<file path="src/rtl/lcd_text_formatter.sv">
// CO2 reading to 2x16 LCD frame: iterative double-dabble into a shadow digit field,
// committed atomically; the LCD driver reads the committed frame through a 1-cycle port.
module lcd_text_formatter #(
  parameter int VALUE_W  = 16,
  parameter int DIGITS   = 5,
  parameter int BLANK_LZ = 1
) (
  input  logic               clk_i,
  input  logic               rst_i,
  input  logic               sample_valid_i,
  input  logic [VALUE_W-1:0] sample_data_i,
  output logic               sample_ready_o,
  input  logic [4:0]         rd_addr_i,
  output logic [7:0]         rd_char_o,
  output logic               frame_busy_o,
  output logic               frame_update_o
);

  localparam logic [127:0] LINE0 = "AIR QUALITY     ";
  localparam logic [127:0] LINE1 = "CO2: ----- ppm  ";

  typedef enum logic [1:0] {IDLE, CONVERT, WRITE, DONE} state_t;

  state_t                  state_q;
  logic [15:0]             bin_q;
  logic [19:0]             bcd_q;
  logic [3:0]              cnt_q;
  logic                    lz_q;
  logic [DIGITS-1:0][7:0]  shadow_q, field_q;
  logic                    ready_q, busy_q, update_q;
  logic [7:0]              rd_char_q, rd_char_d;

  logic [15:0] sample_ext;
  logic [19:0] bcd_adj;
  logic [3:0]  cur_nib;
  logic        blank;
  logic [7:0]  wr_char;

  assign sample_ext = 16'(sample_data_i);

  always_comb begin
    bcd_adj = bcd_q;
    for (int i = 0; i < 5; i++)
      if (bcd_q[4*i +: 4] >= 4'd5) bcd_adj[4*i +: 4] = bcd_q[4*i +: 4] + 4'd3;
  end

  // WRITE shifts the BCD register left a nibble per digit, so the MSD is always on top
  assign cur_nib = bcd_q[19:16];
  assign blank   = (BLANK_LZ != 0) && (cur_nib == 4'd0) && lz_q && (cnt_q != 4'd4);
  assign wr_char = blank ? 8'h20 : {4'h3, cur_nib};

  always_ff @(posedge clk_i or posedge rst_i) begin
    if (rst_i) begin
      state_q  <= IDLE;
      bin_q    <= '0;
      bcd_q    <= '0;
      cnt_q    <= '0;
      lz_q     <= 1'b1;
      shadow_q <= '0;
      field_q  <= {DIGITS{8'h2D}};
      ready_q  <= 1'b1;
      busy_q   <= 1'b0;
      update_q <= 1'b0;
    end else begin
      update_q <= 1'b0;
      case (state_q)
        IDLE: if (sample_valid_i && ready_q) begin
          bin_q   <= sample_ext;
          bcd_q   <= '0;
          cnt_q   <= '0;
          ready_q <= 1'b0;
          busy_q  <= 1'b1;
          state_q <= CONVERT;
        end
        CONVERT: begin
          {bcd_q, bin_q} <= {bcd_adj[18:0], bin_q, 1'b0};
          cnt_q <= cnt_q + 4'd1;
          if (cnt_q == 4'd15) begin
            cnt_q   <= '0;
            lz_q    <= 1'b1;
            state_q <= WRITE;
          end
        end
        WRITE: begin
          shadow_q[cnt_q[2:0]] <= wr_char;
          if (!blank) lz_q <= 1'b0;
          bcd_q <= {bcd_q[15:0], 4'h0};
          cnt_q <= cnt_q + 4'd1;
          if (cnt_q == 4'd4) state_q <= DONE;
        end
        DONE: begin
          field_q  <= shadow_q;
          update_q <= 1'b1;
          ready_q  <= 1'b1;
          busy_q   <= 1'b0;
          state_q  <= IDLE;
        end
        default: state_q <= IDLE;
      endcase
    end
  end

  // Read mux sees only the committed field, so a read on the commit edge returns the old frame whole
  logic [3:0] ra;
  logic [2:0] di;
  assign ra = rd_addr_i[3:0];
  assign di = 3'(ra - 4'd5);

  always_comb begin
    rd_char_d = 8'h20;
    if (!rd_addr_i[4])               rd_char_d = LINE0[{~ra, 3'b000} +: 8];
    else if (ra >= 4'd5 && ra <= 4'd9) rd_char_d = field_q[di];
    else                             rd_char_d = LINE1[{~ra, 3'b000} +: 8];
  end

  always_ff @(posedge clk_i or posedge rst_i) begin
    if (rst_i) rd_char_q <= 8'h20;
    else       rd_char_q <= rd_char_d;
  end

  assign sample_ready_o = ready_q;
  assign frame_busy_o   = busy_q;
  assign frame_update_o = update_q;
  assign rd_char_o      = rd_char_q;

endmodule
</file>
<file path="config.mk">
export PLATFORM = sky130hd
export DESIGN_NAME = lcd_text_formatter
export DESIGN_NICKNAME = d
export VERILOG_FILES = /design/src/rtl/lcd_text_formatter.sv
export SDC_FILE = /design/constraint.sdc
export NUM_CORES = 1
export LEC_CHECK = 0
export CAP_MARGIN = 15
export CORE_ASPECT_RATIO = 0.6
export CORE_MARGIN = 5
export CORE_UTILIZATION = 60
export CTS_BUF_LIST = sky130_fd_sc_hd__clkbuf_4
export CTS_CLUSTER_SIZE = 16
export DETAILED_ROUTE_END_ITERATION = 12
export PLACE_DENSITY_LB_ADDON = 0.05
export SYNTH_ARGS = -nofsm -noshare
export SYNTH_HDL_FRONTEND = slang
export SYNTH_SLANG_ARGS = --single-unit
export TNS_END_PERCENT = 50
</file>
<file path="constraint.sdc">
create_clock -name clk_i -period 5.5 [get_ports clk_i]
set_clock_uncertainty 0.15 [all_clocks]
set_input_delay 1.1 -clock clk_i [delete_from_list [all_inputs] [get_ports clk_i]]
set_output_delay 1.1 -clock clk_i [all_outputs]
set_load 0.05 [all_outputs]
</file>
==> results_dict.tcl <==
set metrics [dict create \
    status "finished, final reports clean" \
    synth_top_area_share_pct 39.4 \
    final.setup.tns_ns 0 \
    grt_overflow 0 \
    p_per_area_nw_per_um2 397 \
    cp_cell_sequence "clkdlybuf4s50_1" \
    drv_cap 0 \
    yosys_warnings 0 \
    yosysMostFrequentCell "dfrtp_1" \
    dieHeight_um 85.6 \
    multi_input_area_um2 2640 \
    grt_util_met1_pct 34.9 \
    hold_viol_final 0 \
    cts_tree "done" \
    critPathArrivalTime_ns 1.91 \
    cts_resized 0 \
    dr.pass1.iters 5 \
    io_pins 35 \
    p_leak_nw 2.77 \
    busiest_layer "met1" \
    finalWirelength_mm 12.2 \
    ctsHoldBuffers 0 \
    dp_hpwl_mm 8.57 \
    cts_num_sinks 113 \
    fin_crit_sh_pct 57.4 \
    relSlewSlack_pct 35.6 \
    cp_slowest_cell "clkdlybuf4s50_1" \
    seqCellArea_um2 2860 \
    use_met3_pct 7.39 \
    ys.flop_type "dfrtp_1" \
    synthCells 555 \
    hold_path_class "register to register" \
    worstSetupStartpointType "register" \
    peakVddDrop_mv 0.344 \
    n_antenna_cell 0 \
    synth_common_cells "dfrtp_1, nand2_1, o21ai_0" \
    initial_utilization_pct 61.9 \
    grtUsageTotal_pct 22.7 \
    cp_top_family "buffers and inverters" \
    clk_latency_ns 0.53 \
    synthArstFlopShare_pct 100 \
    slew_violations 0 \
    grt_pass1_wl_mm 20.8 \
    root_buffer "clkbuf_4" \
    ant_nets 0 \
    drive_above_1_share_pct 17.9 \
    yosysTopAreaCell "dfrtp_1" \
    rsz0062_at_grt "false" \
    yosys-top-cells-area "dfrtp_1, dfstp_2, mux2_2" \
    synth-edff-count 0 \
    antenna_found_initial 0 \
    drt_iter0_drc 325 \
    drc 0 \
    cts_buffers 17 \
    max_slew.worst_pin.slew_ns 0.966 \
    grt_use_met2_pct 30.7 \
    area_growth_pct 11.9 \
    grt_max_degree 81 \
    core_area_um2 9220 \
    nets 627 \
    cts.clk_slew.worst_paths_ns 0.13 \
    yosysSeqAreaShare_pct 50.0 \
    portBuffers 33 \
    cts_buffer_depth 2 \
    ys_ff_latch 113 \
    routabilityCongestion 0.887 \
    num_rows 27 \
    fin_crit_ns 3.16 \
    htreeDepth 4 \
    setup_violations 0 \
    fillers 676 \
    synth_nets 603 \
    critPathMaxFanout 5 \
    die_area_um2 11600 \
    worstSetupPathType "register to primary output" \
    cpPeakStageDelay_ns 0.81 \
    fmax_ghz 0.317 \
    end_kind "primary output" \
    num_vias 4236 \
    cp_num_buf_inv 1 \
    avgSynthCellArea_um2 10.3 \
    wl_per_cell_um 16.9 \
    die_w_um 136 \
    grt_pass1_vias 4115 \
    crit_required_ns 4.25 \
    viasPerCell 5.87 \
    syn_area_um2 5710 \
    post_cts_buffers 0 \
    synth_cell_types 51 \
    whs_ns 0.325 \
]
per-layer routing:
metal | vias up | part of all wire, %
met5 | - | 0
met4 | 0 | 1.1
met3 | 16 | 7.8
met2 | 157 | 41
met1 | 2051 | 51
li1 | 2012 | -
through the flow:
stage	cells	power, mW	utilization (%)	worst slack [ns]	instance area [µm²]
4_1_cts	722	2.55	69.3	2.29	6390
3_3_place_gp	690	1.88	66.1	1.91	6100
5_1_grt	722	2.71	69.3	2.26	6390
2_1_floorplan	555	1.70	-	1.30	5710
3_5_place_dp	690	1.92	66.1	1.85	6100
6_report	722	2.54	69.3	2.34	6390
final timing paths:
path / depth (start not counted) / slack [ns] / from / end
worst max-delay path: 1 / 2.34 / sample_ready_o / sample_ready_o
worst min-delay path: 1 / 0.33 / shadow_q[29] / shadow_q[29]
worst max register to register: 5 / 2.89 / state_q[0] / shadow_q[27]
worst min register to register: 1 / 0.33 / shadow_q[29] / shadow_q[29]
max in group asynchronous: 3 / 3.16 / rst_i / sample_ready_o
min in group asynchronous: 2 / 0.99 / rst_i / shadow_q[26]
worst reg2reg max path: stages, from the launching register on:
cell and delay [ns]:
dfrtp_1 0.45, inv_1 0.10, ha_1 0.58, nor2b_1 0.32
nand3_1 0.46, mux2_2 0.44
flip-flops by register name (all words and copies together) (netlist names):
name	count
bcd_q	20
lz_q	1
bin_q	16
rd_char_o	7
frame_update_o	1
cnt_q	4
frame_busy_o	1
shadow_q	30
sample_ready_o	1
state_q	2
field_q	30
cell type report:
class | instances | share of cell area [%]
Sequential cell | 113 | 44.7
Multi-Input combinational cell | 389 | 41.3
Timing Repair Buffer | 37 | 5.64
Clock inverter | 15 | 2.55
Tap cell | 130 | 2.55
Clock buffer | 17 | 2.00
Inverter | 21 | 1.27
kinds of logic (layout without fill, tap and decap cells):
group	Yosys count	count (layout)	share of synthesized area [%]
xor gates and xnor gates	7	7	1.21
adders and majority gates	24	24	5.26
buffers and inverters	53	90	3.88
other	1	1	0.0657
and+or+nand+nor	147	147	12.0
DFF	113	113	50.0
muxes	61	61	12.1
AOI/OAI and AO/OA	149	149	15.5
power by group:
group | internal, mW | leakage [nW] | total (mW) | switching (mW)
clock | 0.248 | 0.154 | 0.636 | 0.389
sequential | 0.984 | 1.43 | 1.08 | 0.0932
combinational | 0.290 | 1.19 | 0.824 | 0.534
cell usage in the layout (no fill, tap or decap), types with 3 or more instances in the layout:
cell type and n:
nor3b_1 5, o22ai_1 12, a2bb2oi_1 5, mux4_2 3, o21ai_0 71, clkbuf_4 17, mux2i_1 23, a22oi_1 11
ha_1 24, inv_6 6, dfrtp_1 90, nor2_1 15, mux2_2 35, clkdlybuf4s50_1 33, buf_4 4, nand2_1 81
dfstp_2 23, a21oi_1 26, nand2b_1 21, xnor2_1 5, nor3_1 5, nand3_1 11, inv_8 5, inv_1 20
Note: power is estimated with default switching activity, not from simulation.
